### config.mk
export PLATFORM = sky130hd
export DESIGN_NAME = ps2_key_tracker
export DESIGN_NICKNAME = d
export VERILOG_FILES = /design/src/rtl/ps2_pkg.sv /design/src/rtl/ps2_key_tracker.sv
export SDC_FILE = /design/constraint.sdc
export NUM_CORES = 1
export LEC_CHECK = 0
export BUFFER_PORTS_ARGS = -buffer_cell sky130_fd_sc_hd__buf_4
export CAP_MARGIN = 20
export CORE_UTILIZATION = 57
export CTS_BUF_LIST = sky130_fd_sc_hd__clkbuf_16
export CTS_CLUSTER_SIZE = 30
export DETAILED_ROUTE_END_ITERATION = 10
export GPL_TIMING_DRIVEN = 0
export MAX_ROUTING_LAYER = met4
export PLACE_DENSITY = 0.91
export SLEW_MARGIN = 40
export SYNTH_ARGS = -nofsm -noshare
export SYNTH_HDL_FRONTEND = slang
export SYNTH_SLANG_ARGS = --single-unit
### constraint.sdc
create_clock -name clk -period 4.2 [get_ports clk]
set_clock_uncertainty 0.15 [all_clocks]
set_input_delay 0.42 -clock clk [delete_from_list [all_inputs] [get_ports clk]]
set_output_delay 0.42 -clock clk [all_outputs]
set_load 0.05 [all_outputs]
### src/rtl/ps2_pkg.sv
// Shared types and scan-code constants for the PS/2 key tracker.
package ps2_pkg;

    typedef enum logic [2:0] {
        ST_IDLE,
        ST_BRK,
        ST_EXT,
        ST_EXT_BRK,
        ST_PAUSE
    } ps2_state_e;

    localparam logic [7:0] SC_BREAK    = 8'hF0;
    localparam logic [7:0] SC_EXT      = 8'hE0;
    localparam logic [7:0] SC_PAUSE    = 8'hE1;
    localparam logic [7:0] SC_LSHIFT   = 8'h12;
    localparam logic [7:0] SC_RSHIFT   = 8'h59;
    localparam logic [7:0] SC_CAPS     = 8'h58;
    localparam logic [7:0] SC_KP_ENTER = 8'h5A;

    localparam logic [2:0] PAUSE_SKIP = 3'd7;

    // Keyboard response/status codes that never represent a key.
    localparam int unsigned N_IGNORED = 7;
    localparam logic [N_IGNORED-1:0][7:0] IGNORED_CODES = {
        8'h00, 8'hAA, 8'hEE, 8'hFA, 8'hFC, 8'hFE, 8'hFF
    };

    function automatic logic is_ignored(input logic [7:0] code);
        logic hit;
        hit = 1'b0;
        for (int unsigned i = 0; i < N_IGNORED; i++) begin
            if (code == IGNORED_CODES[i]) hit = 1'b1;
        end
        return hit;
    endfunction

endpackage

### src/rtl/ps2_key_tracker.sv
// Decodes PS/2 set-2 byte stream into a one-deep key slot with shift/caps case.
// Optional caps-lock tracking is enabled with macro PS2_CAPS_LOCK_EN.
module ps2_key_tracker
    import ps2_pkg::*;
#(
    parameter bit SUPPRESS_REPEAT = 1'b0
) (
    input  logic       clk,
    input  logic       rst_n,
    input  logic [7:0] rx_data,
    input  logic       rx_valid,
    output logic [7:0] scan_code,
    output logic       letter_case,
    output logic       key_valid,
    input  logic       key_ready,
    output logic       overrun
);

    ps2_state_e state_q, state_d;
    logic [2:0] cnt_q, cnt_d;
    logic       shift_l_q, shift_l_d;
    logic       shift_r_q, shift_r_d;
    logic [7:0] last_make_q, last_make_d;
    logic       key_valid_q, key_valid_d;
    logic [7:0] scan_code_q, scan_code_d;
    logic       case_q, case_d;
    logic       overrun_q, overrun_d;

    logic       emit_req;
    logic       emit;
    logic [7:0] emit_code;
    logic       handshake;
    logic       caps;

`ifdef PS2_CAPS_LOCK_EN
    logic caps_q, caps_d;
    assign caps = caps_q;
`else
    assign caps = 1'b0;
`endif

    assign handshake = key_valid_q & key_ready;

    always_comb begin
        state_d     = state_q;
        cnt_d       = cnt_q;
        shift_l_d   = shift_l_q;
        shift_r_d   = shift_r_q;
        last_make_d = last_make_q;
`ifdef PS2_CAPS_LOCK_EN
        caps_d      = caps_q;
`endif
        emit_req    = 1'b0;
        emit_code   = rx_data;

        if (rx_valid) begin
            unique case (state_q)
                ST_IDLE: begin
                    if (rx_data == SC_BREAK) begin
                        state_d = ST_BRK;
                    end else if (rx_data == SC_EXT) begin
                        state_d = ST_EXT;
                    end else if (rx_data == SC_PAUSE) begin
                        state_d = ST_PAUSE;
                        cnt_d   = PAUSE_SKIP;
                    end else if (rx_data == SC_LSHIFT) begin
                        shift_l_d = 1'b1;
                    end else if (rx_data == SC_RSHIFT) begin
                        shift_r_d = 1'b1;
`ifdef PS2_CAPS_LOCK_EN
                    end else if (rx_data == SC_CAPS) begin
                        // Held caps key repeats its make; only the first one toggles.
                        if (last_make_q != SC_CAPS) caps_d = ~caps_q;
                        last_make_d = SC_CAPS;
`endif
                    end else if (!is_ignored(rx_data)) begin
                        emit_req = 1'b1;
                    end
                end
                ST_BRK: begin
                    if (rx_data == SC_LSHIFT) shift_l_d = 1'b0;
                    if (rx_data == SC_RSHIFT) shift_r_d = 1'b0;
                    if (rx_data == last_make_q) last_make_d = '0;
                    state_d = ST_IDLE;
                end
                ST_EXT: begin
                    if (rx_data == SC_BREAK) begin
                        state_d = ST_EXT_BRK;
                    end else begin
                        if (rx_data == SC_KP_ENTER) begin
                            emit_req  = 1'b1;
                            emit_code = SC_KP_ENTER;
                        end
                        state_d = ST_IDLE;
                    end
                end
                ST_EXT_BRK: begin
                    if (rx_data == last_make_q) last_make_d = '0;
                    state_d = ST_IDLE;
                end
                ST_PAUSE: begin
                    cnt_d = cnt_q - 3'd1;
                    if (cnt_q == 3'd1) state_d = ST_IDLE;
                end
                default: state_d = ST_IDLE;
            endcase
        end

        emit = emit_req && !(SUPPRESS_REPEAT && (emit_code == last_make_q));
        if (emit) last_make_d = emit_code;
    end

    always_comb begin
        key_valid_d = key_valid_q;
        scan_code_d = scan_code_q;
        case_d      = case_q;
        overrun_d   = overrun_q;

        if (emit) begin
            if (!key_valid_q || handshake) begin
                key_valid_d = 1'b1;
                scan_code_d = emit_code;
                case_d      = (shift_l_q | shift_r_q) ^ caps;
            end else begin
                overrun_d = 1'b1;
            end
        end else if (handshake) begin
            key_valid_d = 1'b0;
            overrun_d   = 1'b0;
        end
    end

    always_ff @(posedge clk or negedge rst_n) begin
        if (!rst_n) begin
            state_q     <= ST_IDLE;
            cnt_q       <= '0;
            shift_l_q   <= 1'b0;
            shift_r_q   <= 1'b0;
            last_make_q <= '0;
            key_valid_q <= 1'b0;
            scan_code_q <= '0;
            case_q      <= 1'b0;
            overrun_q   <= 1'b0;
        end else begin
            state_q     <= state_d;
            cnt_q       <= cnt_d;
            shift_l_q   <= shift_l_d;
            shift_r_q   <= shift_r_d;
            last_make_q <= last_make_d;
            key_valid_q <= key_valid_d;
            scan_code_q <= scan_code_d;
            case_q      <= case_d;
            overrun_q   <= overrun_d;
        end
    end

`ifdef PS2_CAPS_LOCK_EN
    always_ff @(posedge clk or negedge rst_n) begin
        if (!rst_n) caps_q <= 1'b0;
        else        caps_q <= caps_d;
    end
`endif

    assign key_valid   = key_valid_q;
    assign scan_code   = scan_code_q;
    assign letter_case = case_q;
    assign overrun     = overrun_q;

endmodule

==> impl_metrics.yaml <==
status:
  status: "complete, no violations"
placement:
  port_buffers: 21
  globalplace.congestion: 0.772
  place_ws_ns: 1.51
  hpwlAfterDp_microns: 1690
  place_area_sq_um: 1300
detailed_routing:
  viasPerCell: 5.94
  drt_drc_violations_left: 0
  num_vias: 998
  drtIter0Drc: 27
  routedWlPerCell_microns: 13.9
  ant_nets: 0
  wl_microns: 2340
  first_pass_iters: 4
global_route:
  grt_antenna_before_repair: 0
  grt_pass1_wl_microns: 3820
  grt_pass1_vias: 891
  gr-usage-all-layers_pct: 26.5
  grt_start_max_net_pins: 20
  grt.overflow.total: 0
yosys:
  syn_area_sq_um: 1110
  synth_cells: 117
  yosysWarnings: 0
  synth-seq-cells: 19
  synth_top_area_cell: "dfrtp_1"
  synth_top_area_share_pct: 42.7
  yosysMostFrequentCell: "dfrtp_1"
  synth_ff_type: "dfrtp_1"
  ys_seq_area_share_pct: 42.7
  synth_edf_count: 0
  syn_nets: 131
  synth_common_cells: "19 x dfrtp_1, 13 x nor2_1, 12 x nand2_1"
  syn_avg_cell_area_sq_um: 9.52
  async_flop_share_pct: 100
  synth.area.top_cells: "dfrtp_1 43%, mux2_2 9.1%, nor2_1 4.4%, nand3_1 4.0%, nand2_1 4.0%"
  synth.distinct_cells: 37
clocking:
  clock_sink_count: 19
  cts_hold_buf: 1
  ctsLongestPathBuffers: 2
  postCtsSetupBuffers: 0
  cts_root_buf: "clkbuf_16"
  cts_buffers: 3
  clk-insertion-delay-late_ns: 0.25
  cts_tree: "done"
  cts-resized-gates: 0
  path_clk_slew_ns: 0.06
  cts_max_level: 1
floorplanning:
  die_w_microns: 46.2
  fp-row-count: 15
  dieHeight_microns: 46.2
  start_util_pct: 62.5
  dieArea_sq_um: 2130
  core_area_sq_um: 1780
  ios: 23
cells_and_area:
  multi_input_area_sq_um: 593
  layout-drive-gt1-share_pct: 32.2
  layout.nets: 158
  nFillCells: 119
  n_antenna_cell: 0
  seqCellArea_sq_um: 475
  final_area_sq_um: 1400
  syn_to_final_growth_pct: 25.3
sta:
  setup_viol: 0
  hold_viol: 0
  relSlewSlack_pct: 62.8
  fin_hold_ws_ns: 0.270
  rsz0062_at_grt: "no"
  fmax_mhz: 367
  min_period_over_period_pct: 64.9
  drv_slew: 0
  tns_ns: 0
  worst_slew_pin_slew_ns: 0.554
  finalCriticalPeriod_ns: 2.72
  fin_ws_ns: 1.48
hold_path:
  hold_path.class: "in -> reg"
  whs_path_depth: 2
pwr:
  peakVddDrop_mv: 0.373
  p_leak_uw: 0.000618
  power_density_nw_per_um2: 422
setup_path:
  worst_path_max_delay_cell: "a221oi_4"
  path_depth: 6
  crit_chain: "or3_4 > a21oi_2 > nand3_1 > or3_4 > a221oi_4 > mux2_2"
  path_class: "reg -> reg"
  cp_top_family: "simple AND/OR/NAND/NOR gates"
  arrival_ns: 2.71
  critPathMaxFanout: 9
  cp.buffers_inverters: 0
  slowest_delay_ns: 0.53
  cp-end-kind: "flip-flop"
  crit_required_ns: 4.18
  setup.worst_path.start_class: "flip-flop"
  reg2reg_depth: 6
  critPathMostFrequentCell: "or3_4"
flow_run:
  maxCapViolCount: 0
-- report_power, final --
group / leakage [uW] / internal (uW) / switching [uW]
logic: 0.000348 / 60.4 / 112
registers: 0.000233 / 206 / 12.6
clock network: 0.0000371 / 129 / 69.5
-- cell families after synthesis --
family / Yosys count / share of synthesized area, %
simple gates: 57 / 27.2
compound gates: 20 / 13.8
flops: 19 / 42.7
mux: 10 / 10.0
buf+inv: 9 / 4.05
fa+ha+maj: 2 / 2.25
-- registers in the layout (all words and copies together) (netlist names) --
signal and count:
shift_l_q 1, state_q 3, overrun 1, shift_r_q 1
cnt_q 3, letter_case 1, scan_code 8, key_valid 1
-- layer usage --
metal  vias up  track usage, %  part of all wire, %
li1        475               -                    -
met1       480            31.9                   42
met2        38            43.1                   51
met3         5            7.45                  5.5
met4         0            7.65                  1.1
met5         -               -                    0
-- stage by stage --
step	utilization, %	total power [uW]	std cells
2_1_floorplan	-	335	117
3_3_place_gp	73.1	389	163
3_5_place_dp	73.1	392	163
4_1_cts	78.2	595	168
5_1_grt	78.2	612	168
6_report	78.2	588	168
-- layout by cell type, fill, tap and decap left out, types with 2 or more instances in the layout --
master / Yosys / routed
dfrtp_1: 19 / 19
and4_1: 2 / 2
nor2b_1: 2 / 2
buf_4: 1 / 22
mux2_2: 9 / 9
nand2_1: 12 / 12
or2_2: 2 / 2
ha_1: 2 / 2
a21oi_1: 7 / 7
o21ai_0: 3 / 3
inv_1: 7 / 7
nor3_1: 4 / 4
nand2b_1: 2 / 2
or3_4: 2 / 2
clkbuf_16: 0 / 3
nor2_1: 13 / 13
nand3_1: 9 / 9
-- path summary, 6_finish.rpt --
path / startpoint / end / slack, ns
hold reg to reg: cnt_q[2] / cnt_q[2] / 0.35
setup / recovery: state_q[2] / scan_code[1] / 1.48
max in group asynchronous: rst_n / cnt_q[1] / 3.28
setup reg to reg: state_q[2] / scan_code[1] / 1.48
hold / removal: rx_valid / state_q[0] / 0.27
min in group asynchronous: rst_n / overrun / 0.42
-- layout make-up --
class                   count  share of cell area (%)
well taps                  25                    2.24
plain buffers               2                    1.35
flip-flops and latches     19                    34.1
clock buffers               3                    5.38
clock inverters             1                   0.538
multi-input cells          89                    42.5
inverters                   7                    1.88
repair buffers             22                    12.0
No activity file was read; power rests on OpenSTA's default activity.
